$ cat config.mk
export PLATFORM = sky130hd
export DESIGN_NAME = bobing_dice_roller
export DESIGN_NICKNAME = d
export VERILOG_FILES = /design/src/rtl/bobing_dice_roller.sv
export SDC_FILE = /design/constraint.sdc
export NUM_CORES = 1
export LEC_CHECK = 0
export BUFFER_PORTS_ARGS = -buffer_cell sky130_fd_sc_hd__buf_2
export CORE_ASPECT_RATIO = 0.8
export CORE_MARGIN = 2
export CORE_UTILIZATION = 40
export CTS_BUF_LIST = sky130_fd_sc_hd__clkbuf_4
export CTS_CLUSTER_DIAMETER = 200
export DETAILED_ROUTE_END_ITERATION = 8
export GPL_TIMING_DRIVEN = 0
export PLACE_DENSITY = 0.7
export SYNTH_ARGS = -nofsm -noshare
export SYNTH_HDL_FRONTEND = slang
export SYNTH_SLANG_ARGS = --single-unit
export TNS_END_PERCENT = 30
$ cat constraint.sdc
create_clock -name clk -period 4.5 [get_ports clk]
set_clock_uncertainty 0.2 [all_clocks]
set_input_delay 0.9 -clock clk [delete_from_list [all_inputs] [get_ports clk]]
set_output_delay 0.9 -clock clk [all_outputs]
set_load 0.01 [all_outputs]
$ cat src/rtl/bobing_dice_roller.sv
`default_nettype none
// ============================================================================
// Module   : bobing_dice_roller
// Purpose  : Produces one six-dice BoBing throw for the scoring block.
//            A free-running 16-bit right-shift Galois LFSR supplies draws.
//            Each draw's low three bits are a die candidate. Candidates 0 and
//            7 are rejected and the draw is retried. A bounded fallback draw
//            guarantees forward progress. The dice are filled D1..D6 in
//            order, one accepted die per cycle. The throw is then held with
//            valid high until the next roll or reseed.
// Ports    : clk          - rising-edge clock
//            rst          - asynchronous, active-high reset
//            roll_i       - start a throw (ignored while a throw is running)
//            seed_load_i  - load seed_in_i into the LFSR, abort any throw
//            seed_in_i    - new LFSR seed (zero is replaced by SEED)
//            busy_o       - high while the throw is being generated
//            valid_o      - high while d1_o..d6_o hold a complete throw
//            d1_o..d6_o   - registered die values (0 only before first write)
// Params   : SEED         - LFSR reset value, also used for a zero seed
//            MAX_TRIES    - consecutive rejects that force a fallback draw,
//                           legal range 1..15
// Revision : 1.0 - initial release
// ============================================================================
module bobing_dice_roller #(
  parameter logic [15:0] SEED      = 16'hACE1,
  parameter int          MAX_TRIES = 8
) (
  input  logic        clk,
  input  logic        rst,
  input  logic        roll_i,
  input  logic        seed_load_i,
  input  logic [15:0] seed_in_i,
  output logic        busy_o,
  output logic        valid_o,
  output logic [2:0]  d1_o,
  output logic [2:0]  d2_o,
  output logic [2:0]  d3_o,
  output logic [2:0]  d4_o,
  output logic [2:0]  d5_o,
  output logic [2:0]  d6_o
);

  // Feedback mask of the right-shift Galois LFSR (maximal length, 16 bits).
  localparam logic [15:0] LFSR_TAPS = 16'hB400;

  // Reject-counter value at which the next rejected draw becomes a fallback.
  localparam logic [3:0]  RC_LAST   = 4'(MAX_TRIES - 1);

  localparam logic [2:0]  K_FIRST   = 3'd1;
  localparam logic [2:0]  K_LAST    = 3'd6;
  localparam int          N_DICE    = 6;

  typedef enum logic [1:0] {
    S_IDLE = 2'd0,
    S_ROLL = 2'd1,
    S_DONE = 2'd2
  } state_t;

  // --------------------------------------------------------------------------
  // State
  // --------------------------------------------------------------------------
  state_t      state_q;
  logic [15:0] lfsr_q;
  logic [2:0]  k_q;               // index (1..6) of the die being filled
  logic [3:0]  rc_q;              // consecutive rejected draws for die k
  logic [2:0]  die_q [N_DICE];    // die_q[0] is D1
  logic        busy_q;
  logic        valid_q;

  // --------------------------------------------------------------------------
  // Next-state helpers
  // --------------------------------------------------------------------------
  logic [15:0] lfsr_step_d;       // LFSR value after one free-running step
  logic [15:0] lfsr_seed_d;       // LFSR value on a seed-load edge
  logic [2:0]  cand_d;            // die candidate from the current LFSR value
  logic        cand_ok_d;         // candidate already in 1..6
  logic        fallback_d;        // this reject exhausts the retry budget
  logic        die_write_d;       // a die is committed on this ROLL edge
  logic [2:0]  die_val_d;         // value committed when die_write_d is set

  always_comb begin
    lfsr_step_d = {1'b0, lfsr_q[15:1]} ^ (lfsr_q[0] ? LFSR_TAPS : 16'h0000);

    // A zero seed would lock the LFSR at zero forever.
    lfsr_seed_d = (seed_in_i == 16'h0000) ? SEED : seed_in_i;

    cand_d      = lfsr_q[2:0];
    cand_ok_d   = (cand_d != 3'd0) && (cand_d != 3'd7);
    fallback_d  = !cand_ok_d && (rc_q == RC_LAST);
    die_write_d = cand_ok_d || fallback_d;

    // The fallback maps the two low bits onto 1..4. That range is slightly
    // biased, but it bounds the latency of a throw.
    if (cand_ok_d) begin
      die_val_d = cand_d;
    end else begin
      die_val_d = {1'b0, lfsr_q[1:0]} + 3'd1;
    end
  end

  // --------------------------------------------------------------------------
  // Controller, LFSR and die registers
  // --------------------------------------------------------------------------
  always_ff @(posedge clk or posedge rst) begin
    if (rst) begin
      state_q <= S_IDLE;
      lfsr_q  <= SEED;
      k_q     <= K_FIRST;
      rc_q    <= 4'd0;
      busy_q  <= 1'b0;
      valid_q <= 1'b0;
      for (int i = 0; i < N_DICE; i++) begin
        die_q[i] <= 3'd0;
      end
    end else if (seed_load_i) begin
      // Reseed wins over roll. The dice are deliberately left untouched.
      lfsr_q  <= lfsr_seed_d;
      state_q <= S_IDLE;
      k_q     <= K_FIRST;
      rc_q    <= 4'd0;
      busy_q  <= 1'b0;
      valid_q <= 1'b0;
    end else begin
      // The LFSR free-runs on every non-seed edge, in every state.
      lfsr_q <= lfsr_step_d;

      case (state_q)
        S_IDLE: begin
          if (roll_i) begin
            state_q <= S_ROLL;
            busy_q  <= 1'b1;
            valid_q <= 1'b0;
            k_q     <= K_FIRST;
            rc_q    <= 4'd0;
          end
        end

        S_ROLL: begin
          // roll_i is ignored here, so a held request cannot restart a throw.
          if (die_write_d) begin
            for (int i = 0; i < N_DICE; i++) begin
              if (k_q == 3'(i + 1)) begin
                die_q[i] <= die_val_d;
              end
            end
            rc_q <= 4'd0;
            if (k_q == K_LAST) begin
              state_q <= S_DONE;
              busy_q  <= 1'b0;
              valid_q <= 1'b1;
              k_q     <= K_FIRST;
            end else begin
              k_q <= k_q + 3'd1;
            end
          end else begin
            rc_q <= rc_q + 4'd1;
          end
        end

        S_DONE: begin
          if (roll_i) begin
            state_q <= S_ROLL;
            busy_q  <= 1'b1;
            valid_q <= 1'b0;
            k_q     <= K_FIRST;
            rc_q    <= 4'd0;
          end
        end

        default: begin
          // An unreachable encoding recovers to an idle, invalid controller.
          state_q <= S_IDLE;
          busy_q  <= 1'b0;
          valid_q <= 1'b0;
          k_q     <= K_FIRST;
          rc_q    <= 4'd0;
        end
      endcase
    end
  end

  // --------------------------------------------------------------------------
  // Outputs (all directly from registers)
  // --------------------------------------------------------------------------
  assign busy_o  = busy_q;
  assign valid_o = valid_q;
  assign d1_o    = die_q[0];
  assign d2_o    = die_q[1];
  assign d3_o    = die_q[2];
  assign d4_o    = die_q[3];
  assign d5_o    = die_q[4];
  assign d6_o    = die_q[5];

endmodule

`default_nettype wire
==> key figures <==
Status
  • Outcome: completed

Pwr
  • Comb pwr share: about a quarter
  • P_sw: approximately 260 uW
  • Sequential Power Share: a little under three fifths
  • Cell Pwr Density: between 300 and 400 nW/um^2
  • LEAKAGE: 1.12 nW
  • Internal: approximately 630 uW
  • VDD IR max: 263 uV
  • Sw Share: 29.6%
  • Clock share of power: a little over a fifth

Logic synthesis
  • Asr flop ratio synth: 100%
  • Yosys warnings: 0
  • Synth cell types: 36
  • Seq/Total Area, Yosys: 55.2%
  • Avg Synthesized Cell Area: around 13 um^2
  • Post-synth EDFFs: 0
  • Mapped cell area: roughly 2000 um^2
  • Mapped Nets: 176
  • Gate Count Post-Synth: about 150
  • Post-synth top flop: dfrtp_1
  • Flops & latches, synth: between 40 and 50

GRT
  • Total GRT Usage: between 10% and 20%
  • First-pass GRT wire length: approximately 6.5 mm
  • Initial antenna violation count: 0
  • Grt total ovfl: 0
  • Vias in the first global route: 1339
  • Largest net degree at the start of global routing: 37

Detailed routing
  • 1st-pass router iterations: 4
  • Per-cell routed wire length: between 10 and 15 um
  • Vias per std cell: between 5 and 6
  • Drt drc: 0
  • Final WL: approximately 3.7 mm
  • Routed Antenna Nets: 0
  • Vias post-DR: ~1300
  • DR iter-0 viols: 51

Clocking
  • Clk buf depth: 2
  • CTS tree: built
  • Sinks on Clock Net: 44
  • CTS clk-pin slew, worst paths: around 120 ps
  • Num CTS Buffers: 5
  • Post_cts resized: 0
  • Postcts setup bufs: 0
  • Hold Buf Count CTS: 0
  • Root Driver: clkbuf_4
  • Clk_lat worst skew: between 300 and 400 ps
  • H-tree depth: 2

Setup path
  • Capturing element type of the critical path: register
  • CP required: 4550 ps
  • CP top delay family: multiplexers
  • Crit path max fanout: 7
  • Critical path's largest stage delay: approximately 550 ps
  • Worst path cell trace: clkbuf_1, inv_1, ha_1, mux2i_4, o21ai_4, nor4b_4, mux2_1
  • CP bufs+invs: 2
  • Startpoint Class: register
  • Kind of critical path: register to register
  • Worst path arrival time: around 2700 ps
  • CP max-delay cell: dfstp_2

Place
  • Hpwl dp: approximately 2.7 mm
  • Cell area after placement: around 2300 um^2
  • PortBufs: 39
  • Gp weighted congestion: slightly above 0.7

Die
  • Die area: approximately 5600 um^2
  • DIE WIDTH: about 83 um
  • Die height: between 60 and 70 um
  • Initial Util: 40.9%
  • Core ar.: between 4000 and 5000 um^2
  • Io pins: 40
  • Num rows: 23

Min path
  • Min-Delay Path Class: input pin to asynchronous set/reset pin

Timing
  • Tcrit/Tclk final: slightly below 60%
  • Final Hold Vio Count: 0
  • Slew Limit Fails: 0
  • Slew headroom: 60.4%
  • Final setup vio count: 0
  • Highest clock rate: approximately 380 MHz
  • RSZ-0062 raised after global routing: no
  • TNS Setup: 0 ps
  • Worst slew pin tran: approximately 590 ps
  • Crit path time final: approximately 2600 ps

Cells and area
  • Layout cells sized above 1: between 40% and 50%
  • Final Util: 48.1%
  • Multi-input gate area: approximately 860 um^2
  • Register area: about 1100 um^2
  • # diodes: 0
  • Final instance area: approximately 2400 um^2
  • Layout net count: 223
  • Fillers: about 460
  • P&R area growth vs syn: 17.4%

Flow run
  • Max-cap violations: 0
==> Yosys cell counts, types with 2 or more instances <==
cell      number  area, um^2
mux2_4         3        45.0
o21ai_0       11        55.1
nand2_1        9        33.8
a21o_1         2        15.0
inv_1          6        22.5
nor3_1         4        20.0
ha_1           4        50.1
nor4_1         4        25.0
clkbuf_1       4        15.0
dfrtp_1       35         876
xnor2_1        2        17.5
o22a_1         8        70.1
nand3_1        2        10.0
nor2_1         4        15.0
dfstp_2        9         236
mux2_1        10         113
mux2_2        13         146
xor2_1         2        17.5
nand3b_1       2        15.0
nor4b_4        2        47.6
==> logic make-up (layout without fill, tap and decap cells) <==
kind of cell,Yosys count,in the layout,share of synthesized area (%)
AND/OR/NAND/NOR,37,37,13.3
adder cells (fa/ha/maj),4,4,2.48
AO/OA/AOI/OAI,26,26,9.19
flip-flops,44,44,55.2
XOR/XNOR,4,4,1.74
buffers and inverters,10,58,1.86
multiplexers,27,27,16.2
==> metal layers <==
| metal | part of all wire, % | track usage (%) |
|---|---|---|
| met1 | 49 | 20.2 |
| met3 | 8.1 | 5.62 |
| met2 | 41 | 21.9 |
| met4 | 1.7 | 6.15 |
| met5 | 0 | 0 |
==> power groups by stage <==
stage | Sequential [mW] | Clock, mW | Combinational (mW)
final | 0.493 | 0.188 | 0.212
after floorplan | 0.516 | 0 | 0.120
after global placement | 0.500 | 0 | 0.211
after CTS | 0.495 | 0.199 | 0.217
after detailed placement | 0.501 | 0 | 0.215
after global routing | 0.501 | 0.216 | 0.240
==> metrics by stage <==
stage               hold slack, ps  power [mW]  instances  setup slack, ps
floorplan                      250       0.636        152             2080
global route                   213       0.956        262             1700
CTS                            214       0.911        262             1860
detailed placement             267       0.717        254             1870
finish                         228       0.894        262             1890
global placement               254       0.710        253             1790
==> cell usage in the layout (no fill, tap or decap), types with 2 or more instances in the layout <==
| cell type | count |
|---|---|
| o22a_1 | 8 |
| nand2_1 | 9 |
| xnor2_1 | 2 |
| xor2_1 | 2 |
| mux2_1 | 10 |
| clkbuf_1 | 4 |
| mux2_2 | 13 |
| dfstp_2 | 9 |
| nor4b_4 | 2 |
| inv_1 | 5 |
| nor4_1 | 4 |
| nand3_1 | 2 |
| nor2_1 | 4 |
| buf_2 | 39 |
| ha_1 | 4 |
| mux2_4 | 3 |
| o21ai_0 | 11 |
| nand3b_1 | 2 |
| a21o_1 | 2 |
| dfrtp_1 | 35 |
| clkbuf_4 | 6 |
| nor3_1 | 4 |
==> final timing paths <==
path	slack (ps)	cells past startpoint	from	endpoint
worst max-delay path	1890	7	lfsr_q[0]	d2_o[2]
worst min-delay path	230	2	rst	d4_o[2]
worst max register to register	1890	7	lfsr_q[0]	d2_o[2]
worst min register to register	300	1	d1_o[0]	d1_o[0]
max in group asynchronous	3360	3	rst	lfsr_q[0]
min in group clk	300	1	d1_o[0]	d1_o[0]
==> layout make-up <==
| class | instances | area share (%) |
|---|---|---|
| multi-input combinational | 98 | 36.6 |
| timing repair buffer | 40 | 9.10 |
| clock buffer | 6 | 1.90 |
| tap | 62 | 3.28 |
| buffer | 4 | 0.635 |
| sequential | 44 | 47.0 |
| clock inverter | 2 | 0.529 |
| inverter | 6 | 0.952 |
==> registers in the layout (all words and copies together), names as in the netlist, 3 cells and up <==
register / count
d2_o: 3
d3_o: 3
k_q: 3
rc_q: 4
d6_o: 3
d5_o: 3
d1_o: 3
lfsr_q: 16
d4_o: 3
Note: power is estimated with default switching activity, not from simulation.
